===== src/rtl/uart_tx_arbiter_if.sv =====
// Request/transmitter bundle for uart_tx_arbiter: the arbiter takes the master
// modport, the request sources and transmitter together sit on the slave side.
interface uart_tx_arbiter_if #(
  parameter int NUM_REQ = 2,
  parameter int DATA_W  = 8
);
  logic [NUM_REQ-1:0]        req;
  logic [NUM_REQ*DATA_W-1:0] req_data;
  logic [NUM_REQ-1:0]        gnt;
  logic [NUM_REQ-1:0]        done;
  logic [DATA_W-1:0]         tx_data;
  logic                      tx_start;
  logic                      tx_busy;
  logic                      arb_idle;
  logic                      err;

  modport master (
    input  req, req_data, tx_busy,
    output gnt, done, tx_data, tx_start, arb_idle, err
  );

  modport slave (
    output req, req_data, tx_busy,
    input  gnt, done, tx_data, tx_start, arb_idle, err
  );
endinterface


===== src/rtl/uart_tx_arbiter.sv =====
// Round-robin arbiter sharing one UART byte transmitter among NUM_REQ requesters.
// Optional busy-acknowledge timeout enabled by defining UART_TX_ARB_TIMEOUT_EN.
module uart_tx_arbiter #(
  parameter int NUM_REQ = 2,
  parameter int DATA_W  = 8
`ifdef UART_TX_ARB_TIMEOUT_EN
  ,
  parameter int ACK_TIMEOUT = 16
`endif
) (
  input  logic                clk,
  input  logic                reset,
  uart_tx_arbiter_if.master   bus
);

  localparam int IDX_W = (NUM_REQ > 1) ? $clog2(NUM_REQ) : 1;

  typedef enum logic [1:0] {IDLE, START, WAIT_BUSY, WAIT_DONE} state_t;

  state_t              state_r, state_s;
  logic [NUM_REQ-1:0]  gnt_r, gnt_s;
  logic [NUM_REQ-1:0]  done_r, done_s;
  logic [DATA_W-1:0]   tx_data_r, tx_data_s;
  logic                tx_start_r, tx_start_s;
  logic                arb_idle_r, arb_idle_s;
  logic                err_r, err_s;
  logic [IDX_W-1:0]    last_r, last_s;
  logic [IDX_W-1:0]    win_r, win_s;
  logic [IDX_W-1:0]    pick_s;

`ifdef UART_TX_ARB_TIMEOUT_EN
  localparam int CNT_W = $clog2(ACK_TIMEOUT + 1);
  logic [CNT_W-1:0]    cnt_r, cnt_s;
`endif

  // Scan requesters starting just after the last winner, wrapping at NUM_REQ.
  function automatic logic [IDX_W-1:0] pick(input logic [NUM_REQ-1:0] r,
                                            input logic [IDX_W-1:0]   last);
    int unsigned idx;
    logic        found;
    logic [IDX_W-1:0] win;
    found = 1'b0;
    win   = '0;
    for (int k = 1; k <= NUM_REQ; k++) begin
      idx = int'(last) + k;
      if (idx >= NUM_REQ) begin
        idx = idx - NUM_REQ;
      end else begin
        idx = idx;
      end
      if (!found && r[idx[IDX_W-1:0]]) begin
        found = 1'b1;
        win   = idx[IDX_W-1:0];
      end else begin
        found = found;
      end
    end
    return win;
  endfunction

  // Next-state and next-output computation for the transfer sequencer.
  always_comb begin
    state_s    = state_r;
    gnt_s      = gnt_r;
    done_s     = '0;
    tx_data_s  = tx_data_r;
    tx_start_s = 1'b0;
    err_s      = 1'b0;
    last_s     = last_r;
    win_s      = win_r;
`ifdef UART_TX_ARB_TIMEOUT_EN
    cnt_s      = '0;
`endif
    pick_s     = pick(bus.req, last_r);
    case (state_r)
      IDLE: begin
        if ((|bus.req) && !bus.tx_busy) begin
          state_s         = START;
          win_s           = pick_s;
          gnt_s           = '0;
          gnt_s[pick_s]   = 1'b1;
          tx_data_s       = bus.req_data[int'(pick_s)*DATA_W +: DATA_W];
          tx_start_s      = 1'b1;
        end else begin
          state_s = IDLE;
        end
      end
      START: begin
        state_s = WAIT_BUSY;
      end
      WAIT_BUSY: begin
        if (bus.tx_busy) begin
          state_s = WAIT_DONE;
        end else begin
`ifdef UART_TX_ARB_TIMEOUT_EN
          // Transmitter never acknowledged: abort as a completed-with-error transfer.
          if (cnt_r == CNT_W'(ACK_TIMEOUT - 1)) begin
            state_s = IDLE;
            done_s  = gnt_r;
            err_s   = 1'b1;
            gnt_s   = '0;
            last_s  = win_r;
          end else begin
            cnt_s = cnt_r + CNT_W'(1);
          end
`else
          state_s = WAIT_BUSY;
`endif
        end
      end
      WAIT_DONE: begin
        if (!bus.tx_busy) begin
          state_s = IDLE;
          done_s  = gnt_r;
          gnt_s   = '0;
          last_s  = win_r;
        end else begin
          state_s = WAIT_DONE;
        end
      end
      default: begin
        state_s = IDLE;
        gnt_s   = '0;
      end
    endcase
    arb_idle_s = (state_s == IDLE);
  end

  // State, pointer and registered outputs.
  always_ff @(posedge clk) begin
    if (reset) begin
      state_r    <= IDLE;
      gnt_r      <= '0;
      done_r     <= '0;
      tx_data_r  <= '0;
      tx_start_r <= 1'b0;
      arb_idle_r <= 1'b1;
      err_r      <= 1'b0;
      last_r     <= IDX_W'(NUM_REQ - 1);
      win_r      <= '0;
`ifdef UART_TX_ARB_TIMEOUT_EN
      cnt_r      <= '0;
`endif
    end else begin
      state_r    <= state_s;
      gnt_r      <= gnt_s;
      done_r     <= done_s;
      tx_data_r  <= tx_data_s;
      tx_start_r <= tx_start_s;
      arb_idle_r <= arb_idle_s;
      err_r      <= err_s;
      last_r     <= last_s;
      win_r      <= win_s;
`ifdef UART_TX_ARB_TIMEOUT_EN
      cnt_r      <= cnt_s;
`endif
    end
  end

  assign bus.gnt      = gnt_r;
  assign bus.done     = done_r;
  assign bus.tx_data  = tx_data_r;
  assign bus.tx_start = tx_start_r;
  assign bus.arb_idle = arb_idle_r;
  assign bus.err      = err_r;

endmodule

===== src/flat_wrapper.sv =====
// flat-port wrapper written by rule: the top's interface ports become plain ports
module uart_tx_arbiter_flat 
#(
  parameter int NUM_REQ = 2,
  parameter int DATA_W  = 8

)
  (clk, reset, bus_req, bus_req_data, bus_tx_busy, bus_gnt, bus_done, bus_tx_data, bus_tx_start, bus_arb_idle, bus_err);
  uart_tx_arbiter_if #(.NUM_REQ(NUM_REQ), .DATA_W(DATA_W)) bus_i ();
  input  logic clk;
  input  logic reset;
  input wire logic [$bits(bus_i.req)-1:0] bus_req;
  input wire logic [$bits(bus_i.req_data)-1:0] bus_req_data;
  input wire logic [$bits(bus_i.tx_busy)-1:0] bus_tx_busy;
  output wire logic [$bits(bus_i.gnt)-1:0] bus_gnt;
  output wire logic [$bits(bus_i.done)-1:0] bus_done;
  output wire logic [$bits(bus_i.tx_data)-1:0] bus_tx_data;
  output wire logic [$bits(bus_i.tx_start)-1:0] bus_tx_start;
  output wire logic [$bits(bus_i.arb_idle)-1:0] bus_arb_idle;
  output wire logic [$bits(bus_i.err)-1:0] bus_err;
  assign bus_i.req = bus_req;
  assign bus_i.req_data = bus_req_data;
  assign bus_i.tx_busy = bus_tx_busy;
  assign bus_gnt = bus_i.gnt;
  assign bus_done = bus_i.done;
  assign bus_tx_data = bus_i.tx_data;
  assign bus_tx_start = bus_i.tx_start;
  assign bus_arb_idle = bus_i.arb_idle;
  assign bus_err = bus_i.err;
  uart_tx_arbiter #(.NUM_REQ(NUM_REQ), .DATA_W(DATA_W)) u_core (.clk(clk), .reset(reset), .bus(bus_i));
endmodule

===== config.mk =====
export PLATFORM = sky130hd
export DESIGN_NAME = uart_tx_arbiter_flat
export DESIGN_NICKNAME = d
export VERILOG_FILES = /design/src/rtl/uart_tx_arbiter_if.sv /design/src/rtl/uart_tx_arbiter.sv /design/src/flat_wrapper.sv
export SDC_FILE = /design/constraint.sdc
export NUM_CORES = 1
export LEC_CHECK = 0
export BUFFER_PORTS_ARGS = -buffer_cell sky130_fd_sc_hd__buf_2
export CAP_MARGIN = 20
export CORE_MARGIN = 5
export CORE_UTILIZATION = 44
export DETAILED_ROUTE_END_ITERATION = 16
export GPL_TIMING_DRIVEN = 0
export PLACE_DENSITY = 0.76
export SETUP_SLACK_MARGIN = 0.15
export SYNTH_ARGS = -nofsm -noshare
export SYNTH_HDL_FRONTEND = slang
export SYNTH_SLANG_ARGS = --single-unit

===== constraint.sdc =====
create_clock -name clk -period 1.9 [get_ports clk]
set_input_delay 0.285 -clock clk [delete_from_list [all_inputs] [get_ports clk]]
set_output_delay 0.285 -clock clk [all_outputs]
set_load 0.1 [all_outputs]

======== Yosys cells after proc, flatten, opt, wreduce, memory -nomap -nowiden ========
Cells that the tools add are included.
operators by class
  add/subtract/negate cells ............... 4
  order comparisons ....................... 6
  equal/unequal tests ..................... 5
  shifts and indexed selects .............. 1
  muxes and demuxes ....................... 19
  bitwise operators ....................... 3
  reduce and logical (&&, ||, !) cells .... 14
operators with widths
  operator               count
  $shiftx A16 B5 Y8      1
  $mux W1                13
  $pmux W2 S4            1
  $lt A1 B2 Y1 const B   3
  $mux W2                3
  $eq A2 B2 Y1 const B   2
  $logic_not A2 Y1       2
  $pmux W2 S2            1
  $reduce_and A2 Y1      2
  $reduce_or A2 Y1       2
  $add A1 B2 Y3 const B  1
  $ge A3 B2 Y1 const B   1
  $logic_and A1 B1 Y1    3
  $not A1 Y1             3
  $reduce_and A3 Y1      1
  $reduce_or A3 Y1       1
  $add A1 B1 Y2 const B  1
  $eq A2 B1 Y1 const B   1
  $ge A2 B2 Y1 const B   1
  $logic_not A1 Y1       2
  $ne A2 B1 Y1 const B   1
  $ne A2 B2 Y1 const B   1
  $reduce_bool A2 Y1     1
  $sub A1 B1 Y1 const B  2
  other kinds (2)        2
word-level totals
  flip-flop bits (word level) ............. 18
  bits of input ports ..................... 21
  word-level logic and storage cells ...... 60

======== Logic depth before layout (Yosys ltp) ========
  depth after elaboration ................. 15
  mapped depth ............................ 4
  mapped depth without buffers ............ 3

======== Least setup slack after synthesis ========
No wires, ideal clock.
  path kind ............................... register -> register
  start point ............................. reg, netlist name u_core.bus.gnt[0]
  end point ............................... reg u_core.gnt_r[0], in the netlist u_core.bus.gnt[0]
  setup time .............................. 75 ps
  arrival time ............................ 1360 ps
  required time ........................... 1825 ps
  path slack .............................. 465 ps
  stages on the path, launching flop included .. 3
  path buffers ............................ 0
  period minus slack after synthesis ...... 1435 ps
  path through ............................ dfxtp_1 > o211ai_1 > a31oi_2
RTL lines
  what                    line                    source
  end signal: assignment  uart_tx_arbiter.sv:146  gnt_r <= gnt_s;
  end: declaration        uart_tx_arbiter.sv:21   logic [NUM_REQ-1:0] gnt_r, gnt_s;

======== Worst setup path in the final report ========
  start point ............................. reg u_core.state_r[1]
  end point ............................... reg u_core.tx_data_r[4], in the netlist u_core.bus.tx_data[4]
on the way
  cells in the longest elaborated chain, start to end .. 2
ends and longest elaborated chain
  what                         line                    source
  start: declaration           uart_tx_arbiter.sv:20   state_t state_r, state_s;
  start signal: assignment     uart_tx_arbiter.sv:145  state_r <= state_s;
  $logic_not A2 Y1             uart_tx_arbiter.sv:75   case (state_r)
  $reduce_and A2 Y1 (no line)  --
  end signal: assignment       uart_tx_arbiter.sv:148  tx_data_r <= tx_data_s;
  end: declaration             uart_tx_arbiter.sv:23   logic [DATA_W-1:0] tx_data_r, tx_data_s;
No other way between the ends.
A chain may end at the register's enable or synchronous reset.

==> impl_metrics.py <==
metrics = {
    "sta": {
        "fmax_mhz": 676,
        "fin_crit_ps": 1480,
        "worst-slew-pin-transition_ps": 672,
        "setup_ws_ps": 420,
        "timing.final.max_slew_violations": 0,
        "finalSetupViolCount": 0,
        "slew_headroom_pct": 55.0,
        "final.hold.worst_slack_ps": 328,
        "report.final.hold_viol_count": 0,
        "rsz0062_at_grt": "false",
        "period_share_pct": 77.9,
        "clock-skew-final_ps": 0.605,
        "fin_tns_setup_ps": 0,
    },
    "cts": {
        "cts_num_sinks": 18,
        "cts_resized": 0,
        "post_cts_hold_buffer_count": 0,
        "clockBufferDepth": 2,
        "inserted_clock_buffers": 3,
        "cts.reportedPaths.clkPinSlew_ps": 90,
        "post-cts-setup-buffers": 0,
        "cts-htree-levels": 1,
        "clock_latency_ps": 290,
        "root_buffer": "sky130_fd_sc_hd__clkbuf_4",
        "tritoncts": "done",
    },
    "grt": {
        "grt_max_degree": 11,
        "leftover_overflow_at_the_end_of_global_routing": 0,
        "grt_pass1_wl_um": 3020,
        "first_global_vias": 724,
        "grt.total_usage_pct": 14.6,
        "antenna_violations_before_repair": 0,
    },
    "worst_setup_path": {
        "crit_path_max_fanout": 8,
        "critPathLaunchType": "flop",
        "setup.worst_path.class": "reg2reg",
        "critPathSlowestCell": "sky130_fd_sc_hd__nor3_2",
        "r2r_setup_slack_ps": 420,
        "critical_path.max_stage_delay_ps": 450,
        "critical_path.endpoint_type": "flop",
        "path_cells": "or2_0 -> buf_2 -> nor3_2 -> a211oi_1",
        "cp.required_ps": 2050,
        "cp.buffers_inverters": 1,
        "cp_top_family": "simple AND/OR/NAND/NOR gates",
        "timing.critical_path.arrival_ps": 1630,
    },
    "logic_synthesis": {
        "nets_in_the_synthesized_netlist": 102,
        "yosysWarnings": 0,
        "synthCells": 81,
        "yosys_register_bits": 18,
        "synth_sequential_area_ratio_pct": 46.2,
        "synth.lib_cells_used.distinct": 27,
        "netlist_area_um2": 779,
        "avgSynthCellArea_um2": 9.62,
    },
    "placement": {
        "dp_cells": 138,
        "post_dp_cell_area_um2": 971,
        "port_buffers": 32,
        "detailedPlace.worstSlack_ps": 453,
        "globalplace.congestion": 0.774,
        "dp.final_hpwl_um": 1320,
    },
    "drt": {
        "routed_wirelength_um": 1770,
        "viasPerCell": 5.25,
        "remaining_drc_errors": 0,
        "average_routed_wire_per_standard_cell_um": 12.5,
        "vias": 740,
        "first_iter_violations": 19,
        "antenna_violating_nets_post_route": 0,
        "firstDrtPassIters": 4,
    },
    "cells_and_area": {
        "antenna_cells": 0,
        "finalInstanceArea_um2": 993,
        "final_layout_size_suffix_gt1_share_pct": 36.2,
        "area_growth_pct": 27.4,
        "layout_commonest_cell": "sky130_fd_sc_hd__buf_2",
        "final_net_count": 139,
        "most-common-layout-cells": "34 x sky130_fd_sc_hd__buf_2, 18 x sky130_fd_sc_hd__dfxtp_1, 9 x sky130_fd_sc_hd__mux2i_1, 9 x sky130_fd_sc_hd__a31oi_1, 8 x sky130_fd_sc_hd__a211oi_1",
        "final.fill_count": 164,
        "layoutNonFillerInstCount": 141,
    },
    "floorplan": {
        "design.portCount": 36,
        "core_um2": 1710,
        "fp.dieH_um": 52.1,
        "floorplan.die_area_um2": 2710,
        "dieWidth_um": 52.1,
        "floorplan.initialDensity_pct": 45.6,
        "rows": 15,
    },
    "pwr": {
        "total_leakage_power_nw": 0.435,
        "power.ir.vdd_worst_v": 0.000436,
        "powerDensity_nw_per_um2": 958,
    },
    "outcome": {
        "status": "complete, no violations",
    },
    "job": {
        "timing.max_cap.violations": 0,
    },
    "hold_path": {
        "hold_path.class": "in2reg",
    },
}
[registers in the layout, summed over array words and instances, names as in the netlist]
signal               count
u_core.bus.tx_data       8
u_core.bus.done          2
u_core.bus.gnt           2
u_core.state_r           2
u_core.bus.arb_idle      1
u_core.bus.tx_start      1
u_core.last_r            1
u_core.win_r             1
[cell type report]
class / count / area [µm²] / area share [%]
multi-input cells: 54 / 379 / 38.2
flip-flops and latches: 18 / 360 / 36.3
plain buffers: 7 / 32.5 / 3.27
clock buffers: 3 / 22.5 / 2.27
repair buffers: 32 / 160 / 16.1
well taps: 25 / 31.3 / 3.15
inverters: 2 / 7.51 / 0.756
[worst paths after layout]
kind                                   startpoint                     to  cells after the start
worst max-delay path            u_core.state_r[1]  u_core.bus.tx_data[4]                      4
worst min register to register       u_core.win_r           u_core.win_r                      2
worst max register to register  u_core.state_r[1]  u_core.bus.tx_data[4]                      4
worst min-delay path              bus_req_data[2]  u_core.bus.tx_data[2]                      3
[cell families after synthesis]
group / Yosys count / synth area share, %
compound gates: 26 / 23.3
flops: 18 / 46.2
simple gates: 18 / 13.3
mux: 9 / 11.6
buf+inv: 9 / 5.14
other cells: 1 / 0.481
[cell usage after synthesis]
library cell,number,area share [%]
sky130_fd_sc_hd__a211oi_1,8,7.7
sky130_fd_sc_hd__a21boi_0,1,0.96
sky130_fd_sc_hd__a21oi_1,3,1.9
sky130_fd_sc_hd__a31oi_1,9,7.2
sky130_fd_sc_hd__a31oi_2,1,1.6
sky130_fd_sc_hd__and3_1,1,0.80
sky130_fd_sc_hd__buf_1,1,0.48
sky130_fd_sc_hd__buf_2,2,1.3
sky130_fd_sc_hd__buf_4,1,0.96
sky130_fd_sc_hd__clkbuf_1,3,1.4
sky130_fd_sc_hd__clkinv_1,1,0.48
sky130_fd_sc_hd__conb_1,1,0.48
sky130_fd_sc_hd__dfxtp_1,18,46
sky130_fd_sc_hd__inv_1,1,0.48
sky130_fd_sc_hd__mux2i_1,9,12
sky130_fd_sc_hd__nand2_1,5,2.4
sky130_fd_sc_hd__nand3_1,1,0.64
sky130_fd_sc_hd__nand3b_1,1,0.96
sky130_fd_sc_hd__nand4_1,1,0.80
sky130_fd_sc_hd__nor2_1,3,1.4
sky130_fd_sc_hd__nor3_2,1,1.3
sky130_fd_sc_hd__nor3b_1,2,1.9
sky130_fd_sc_hd__o211ai_1,2,1.9
sky130_fd_sc_hd__o31ai_1,2,1.9
sky130_fd_sc_hd__or2_0,1,0.80
sky130_fd_sc_hd__or2_2,1,0.80
sky130_fd_sc_hd__or4_4,1,1.4
[stage by stage]
| step | total power [mW] | util, % |
|---|---|---|
| floorplan | 0.714 | - |
| finish | 0.951 | 58.2 |
| global placement | 0.774 | 56.8 |
| global route | 0.997 | 58.2 |
| CTS | 0.960 | 58.2 |
| detailed placement | 0.777 | 56.8 |
[metal layers]
layer | vias up | share of wire (%) | GRT usage, %
li1 | 374 | - | -
met1 | 333 | 44 | 18.3
met2 | 29 | 46 | 23.2
met3 | 4 | 8.3 | 3.44
met4 | 0 | 1.3 | 6.99
met5 | - | 0 | 0
[worst register-to-register path: cells and delay by family (launching register included)]
family                 cells  cell delay, ps
AO/OA/AOI/OAI              1             160
buffers and inverters      1             160
flip-flops                 1             350
AND/OR/NAND/NOR            2             670
[where the power goes]
part | internal, mW | leakage, nW | total [mW] | switching [mW]
Clock | 0.0737 | 0.0138 | 0.183 | 0.109
Combinational | 0.0763 | 0.273 | 0.346 | 0.270
Sequential | 0.407 | 0.148 | 0.423 | 0.0160
Total | 0.557 | 0.435 | 0.951 | 0.394
(Power assumes the default switching activity.)
